File: src/rtl/conv_pkg.sv
// Shared constants, index-width helper and window type for the im2col window feeder.
package conv_pkg;
    localparam int IMG_W_DEF = 28;
    localparam int IMG_H_DEF = 28;
    localparam int DW_DEF    = 8;
    localparam int KSZ       = 3;
    localparam int NTAP      = KSZ * KSZ;
    localparam int OUT_W     = IMG_W_DEF - 2;
    localparam int OUT_H     = IMG_H_DEF - 2;

    typedef logic [DW_DEF-1:0] window_t [NTAP];

    function automatic int idx_w(input int n);
        return (n > 1) ? $clog2(n) : 1;
    endfunction

    localparam int COL_W = idx_w(IMG_W_DEF);
    localparam int ROW_W = idx_w(IMG_H_DEF);
endpackage

File: src/rtl/conv_line_buffer.sv
// One image row of storage; the combinational read returns the old word on the
// address being written this cycle, so the caller sees read-before-write order.
module conv_line_buffer
    import conv_pkg::*;
#(
    parameter int DEPTH = IMG_W_DEF,
    parameter int DW    = DW_DEF,
    parameter int AW    = idx_w(DEPTH)
) (
    input  logic          clk,
    input  logic          we,
    input  logic [AW-1:0] addr,
    input  logic [DW-1:0] wdata,
    output logic [DW-1:0] rdata
);
    logic [DW-1:0] mem [DEPTH];

    assign rdata = mem[addr];

    always_ff @(posedge clk) begin
        if (we) begin
            mem[addr] <= wdata;
        end
    end
endmodule

File: src/rtl/conv_im2col_window.sv
// Raster pixel stream to flattened 3x3 patches via two line buffers and a 3x3 window.
// Optional macro IM2COL_SOF_EN adds pix_sof framing and the sof_err pulse.
module conv_im2col_window
    import conv_pkg::*;
#(
    parameter int IMG_W = IMG_W_DEF,
    parameter int IMG_H = IMG_H_DEF,
    parameter int DW    = DW_DEF,
    localparam int CW   = idx_w(IMG_W),
    localparam int RW   = idx_w(IMG_H)
) (
    input  logic               clk,
    input  logic               reset,
    input  logic               pix_valid,
    output logic               pix_ready,
    input  logic [DW-1:0]      pix_data,
`ifdef IM2COL_SOF_EN
    input  logic               pix_sof,
    output logic               sof_err,
`endif
    output logic               win_valid,
    input  logic               win_ready,
    output logic [NTAP*DW-1:0] win_data,
    output logic [RW-1:0]      win_row,
    output logic [CW-1:0]      win_col,
    output logic               win_last
);
    logic          accept;
    logic          emit;
    logic          row_end;
    logic          frame_end;
    logic [RW-1:0] r_q;
    logic [RW-1:0] r_cur;
    logic [CW-1:0] c_q;
    logic [CW-1:0] c_cur;
    logic [DW-1:0] lb_a_rd;
    logic [DW-1:0] lb_b_rd;
    logic [DW-1:0] col_in [KSZ];
    logic [DW-1:0] tap_p0 [NTAP];

    assign pix_ready = !win_valid || win_ready;
    assign accept    = pix_valid && pix_ready;

`ifdef IM2COL_SOF_EN
    // A start-of-frame marker overrides the counters before they address anything.
    assign r_cur = pix_sof ? '0 : r_q;
    assign c_cur = pix_sof ? '0 : c_q;
`else
    assign r_cur = r_q;
    assign c_cur = c_q;
`endif

    assign row_end   = (c_cur == CW'(IMG_W - 1));
    assign frame_end = row_end && (r_cur == RW'(IMG_H - 1));
    assign emit      = accept && (r_cur >= RW'(2)) && (c_cur >= CW'(2));

    conv_line_buffer #(.DEPTH(IMG_W), .DW(DW), .AW(CW)) u_lb_a (
        .clk   (clk),
        .we    (accept),
        .addr  (c_cur),
        .wdata (pix_data),
        .rdata (lb_a_rd)
    );

    conv_line_buffer #(.DEPTH(IMG_W), .DW(DW), .AW(CW)) u_lb_b (
        .clk   (clk),
        .we    (accept),
        .addr  (c_cur),
        .wdata (lb_a_rd),
        .rdata (lb_b_rd)
    );

    assign col_in[0] = lb_b_rd;
    assign col_in[1] = lb_a_rd;
    assign col_in[2] = pix_data;

    always_ff @(posedge clk or negedge reset) begin
        if (!reset) begin
            r_q <= '0;
            c_q <= '0;
        end else if (accept) begin
            if (row_end) begin
                c_q <= '0;
                r_q <= frame_end ? '0 : r_cur + 1'b1;
            end else begin
                c_q <= c_cur + 1'b1;
                r_q <= r_cur;
            end
        end
    end

    // p0: window shifts left on every accepted pixel; the newest column enters at the right
    always_ff @(posedge clk or negedge reset) begin
        if (!reset) begin
            for (int k = 0; k < NTAP; k++) begin
                tap_p0[k] <= '0;
            end
        end else if (accept) begin
            for (int i = 0; i < KSZ; i++) begin
                for (int j = 0; j < KSZ - 1; j++) begin
                    tap_p0[i*KSZ+j] <= tap_p0[i*KSZ+j+1];
                end
                tap_p0[i*KSZ+KSZ-1] <= col_in[i];
            end
        end
    end

    for (genvar k = 0; k < NTAP; k++) begin : g_flat
        assign win_data[DW*k +: DW] = tap_p0[k];
    end

    // p1: patch tag registers, held while the consumer stalls
    always_ff @(posedge clk or negedge reset) begin
        if (!reset) begin
            win_valid <= 1'b0;
            win_row   <= '0;
            win_col   <= '0;
            win_last  <= 1'b0;
        end else if (accept) begin
            win_valid <= emit;
            if (emit) begin
                win_row  <= r_cur - RW'(2);
                win_col  <= c_cur - CW'(2);
                win_last <= frame_end;
            end
        end else if (win_ready) begin
            win_valid <= 1'b0;
        end
    end

`ifdef IM2COL_SOF_EN
    always_ff @(posedge clk or negedge reset) begin
        if (!reset) begin
            sof_err <= 1'b0;
        end else begin
            sof_err <= accept && pix_sof && ((r_q != '0) || (c_q != '0));
        end
    end
`endif
endmodule

File: config.mk
export PLATFORM = sky130hd
export DESIGN_NAME = conv_im2col_window
export DESIGN_NICKNAME = d
export VERILOG_FILES = /design/src/rtl/conv_pkg.sv /design/src/rtl/conv_line_buffer.sv /design/src/rtl/conv_im2col_window.sv
export SDC_FILE = /design/constraint.sdc
export NUM_CORES = 1
export LEC_CHECK = 0
export ABC_AREA = 1
export BUFFER_PORTS_ARGS = -buffer_cell sky130_fd_sc_hd__buf_4
export CAP_MARGIN = 20
export CORE_MARGIN = 2
export CORE_UTILIZATION = 45
export CTS_CLUSTER_SIZE = 12
export DETAILED_ROUTE_END_ITERATION = 7
export SLEW_MARGIN = 40
export SYNTH_ARGS = -nofsm -noshare
export SYNTH_HDL_FRONTEND = slang
export SYNTH_SLANG_ARGS = --single-unit
File: constraint.sdc
create_clock -name clk -period 3 [get_ports clk]
set_clock_uncertainty 0.05 [all_clocks]
set_input_delay 0 -clock clk [delete_from_list [all_inputs] [get_ports clk]]
set_output_delay 0 -clock clk [all_outputs]
set_load 0.01 [all_outputs]
==> impl_metrics.json <==
{
  "yosys.area.top_type": "edfxtp_1",
  "synth_warnings": 0,
  "place_area_sq_um": 24700,
  "seq_area_frac_synth_pct": 69.3,
  "drt-initial-drc-count": 1216,
  "synth_ff_type": "edfxtp_1",
  "rsz0062_at_grt": "false",
  "antenna_left": 0,
  "end_kind": "flip-flop",
  "area_growth_pct": 16.7,
  "setup_slack_ns": 0.481,
  "worst_slew_pin_slew_ns": 0.762,
  "track_usage_pct": 21.7,
  "ctsResizeCount": 0,
  "min_period_over_period_pct": 84.0,
  "netlist_area_sq_um": 22800,
  "dp.cells": 3022,
  "firstDrtPassIters": 5,
  "h-tree-depth": 2,
  "clk_pin_slew_ns": 0.06,
  "worst-path-max-fanout": 9,
  "overflow": 0,
  "postCtsSetupBuffers": 0,
  "cts_max_path_buffers": 3,
  "synth_most_common_cell": "nand2_1",
  "finalSetupViolations": 0,
  "num_vias": 15600,
  "fin_crit_ns": 2.52,
  "syn_area_per_cell_sq_um": 10.0,
  "fin_setup_tns_ns": 0,
  "stdcell_area_sq_um": 26600,
  "hold_path_class": "in -> reg",
  "clock_latency_ns": 0.61,
  "dpl.hpwl_mm": 33.9,
  "dieHeight_microns": 229,
  "grt_antenna_before_repair": 0,
  "worstPathRequired_ns": 3.26,
  "power_density_nw_per_um2": 1030,
  "instances_no_fill": 3141,
  "synth_top_area_share_pct": 58.9,
  "vias_per_cell": 4.95,
  "p_total_w": 0.0275,
  "netlist_instances": 2273,
  "critPathLaunchType": "flip-flop",
  "coreArea_sq_um": 50100,
  "max_freq_ghz": 0.397,
  "hold_violations": 0,
  "grt_pass1_vias": 15200,
  "syn-num-nets": 2295,
  "antenna-diode-count": 0,
  "slew-limit-headroom_pct": 49.2,
  "p_leak_nw": 11.8,
  "synthTopCellsByCount": "nand2_1 (1040), edfxtp_1 (448), inv_1 (239)",
  "rows": 82,
  "critPathArrivalTime_ns": 2.78,
  "ys_top_cells_by_area": "edfxtp_1 (59%), nand2_1 (17%), dfrtp_1 (10%)",
  "dp_slack_ns": 0.540,
  "synth_edf_count": 448,
  "nNetsFinal": 2444,
  "start_util_pct": 45.6,
  "wl_per_cell_microns": 18.1,
  "finalWeightedCongestion": 0.829,
  "run_status": "completed",
  "yosysUniqueCellTypes": 24,
  "async_reset_ff_share_pct": 17.3,
  "critPathKind": "reg -> reg",
  "ys_ff_latch": 542,
  "grt_pass1_wl_mm": 87.7,
  "grt_start_max_net_pins": 90,
  "cts_buffers": 57,
  "clock-root-buffer": "clkbuf_16",
  "totalWireLength_mm": 56.9,
  "cts_tree": "yes",
  "layout-drive-gt1-share_pct": 11.2,
  "drc": 0,
  "die_w_microns": 229,
  "clock-sinks": 542,
  "ir_worst_vdd_mv": 0.673,
  "dieArea_sq_um": 52500,
  "pin_count": 97,
  "port-buffer-count": 96,
  "drv_cap": 0,
  "report.final.slew_viol_count": 0
}
[cells in the final DEF (no fill, tap or decap)]
cell           instances
nor2_2                 3
nand3_2                2
nand2_1             1040
nand3_1              142
nor3b_1                1
nor3_2                 2
a21oi_1               16
buf_16                 1
bufinv_16              2
clkbuf_8               8
nor2_1               101
nand4_1                1
xor2_1                 4
dfrtp_1               92
inv_2                  5
ha_1                  10
clkinv_2               6
clkinv_1               7
xnor2_1                2
clkinvlp_4             2
dfrtp_4                2
nor3_1                 1
o21ai_0               44
inv_6                  1
clkbuf_16             59
edfxtp_1             448
clkbuf_1              21
buf_12                 8
nor2_4                 1
o21ai_1               13
nand2_4                1
clkinv_8               1
buf_6                  1
inv_1                237
inv_4                  1
buf_4                171
dlygate4sd3_1         12
[power breakdown]
part           switching (W)  internal, W  total (W)
combinational        0.00693      0.00294    0.00987
clock                0.00285      0.00397    0.00682
sequential          0.000516       0.0103     0.0108
total                 0.0103       0.0172     0.0275
[worst max-delay path: stages, from the launching register on]
cell     delay, ns
dfrtp_1       0.45
inv_1         0.16
nand2_1       0.12
nor2_2        0.54
inv_1         0.32
nor2_1        0.32
buf_4         0.26
[area by class of cell]
cell class                      count  area (sq um)
Fill cell                        4461         23400
Sequential cell                   542         15800
Multi-Input combinational cell   1384          5640
Clock buffer                       88          1670
Timing Repair Buffer              193          1600
Inverter                          244           923
Tap cell                          672           841
Clock inverter                     18           148
[registers in the layout, indices dropped and copies added (netlist names), 5 cells and up]
signal	flops
u_lb_a.mem	224
u_lb_b.mem	224
win_data	72
c_cur	5
r_cur	5
win_col	5
win_row	5
[logic make-up (layout without fill, tap and decap cells)]
group	count (synthesis)	count (layout)	share of synthesized area, %
buffers and inverters	347	543	6.12
and+or+nand+nor	1295	1295	22.3
xor gates and xnor gates	6	6	0.230
DFF	542	542	69.3
AOI/OAI and AO/OA	73	73	1.60
adders and majority gates	10	10	0.548
[per-layer routing]
| layer | wire, microns | GRT usage (%) | vias up |
|---|---|---|---|
| li1 | - | - | 7535 |
| met2 | 26400 | 34.8 | 462 |
| met3 | 3560 | 3.86 | 89 |
| met4 | 1660 | 7.18 | 0 |
| met5 | 0 | 0 | - |
| met1 | 25200 | 30.1 | 7475 |
[what timing repair did]
action | in CTS | in global routing
setup endpoints to repair | 0 | 0
hold buffers | 13 | 0
hold endpoints to repair | 340 | 0
[path summary, 6_finish.rpt]
| check | startpoint | endpoint | slack (ns) | depth (start not counted) |
|---|---|---|---|---|
| setup / recovery | c_cur[3]$_DFFE_PN0P_ | u_lb_b.mem[21][3]$_DFFE_PP_ | 0.48 | 6 |
| hold / removal | win_ready | win_valid$_DFFE_PN0P_ | 0.25 | 5 |
| setup reg to reg | c_cur[3]$_DFFE_PN0P_ | u_lb_b.mem[21][3]$_DFFE_PP_ | 0.48 | 6 |
| hold reg to reg | win_data[2]$_DFFE_PN0P_ | win_data[2]$_DFFE_PN0P_ | 0.43 | 2 |
| max in group asynchronous | reset | win_data[54]$_DFFE_PN0P_ | 2.01 | 4 |
| min in group asynchronous | reset | win_data[69]$_DFFE_PN0P_ | 0.54 | 4 |
[through the flow]
step	utilization, %	hold WS, ns
3_3_place_gp	49.3	0.167
5_1_grt	53.2	0.274
3_5_place_dp	49.3	0.0309
6_report	53.2	0.253
2_1_floorplan	-	-0.346
4_1_cts	53.2	0.214
No activity file was read; power rests on OpenSTA's default activity.
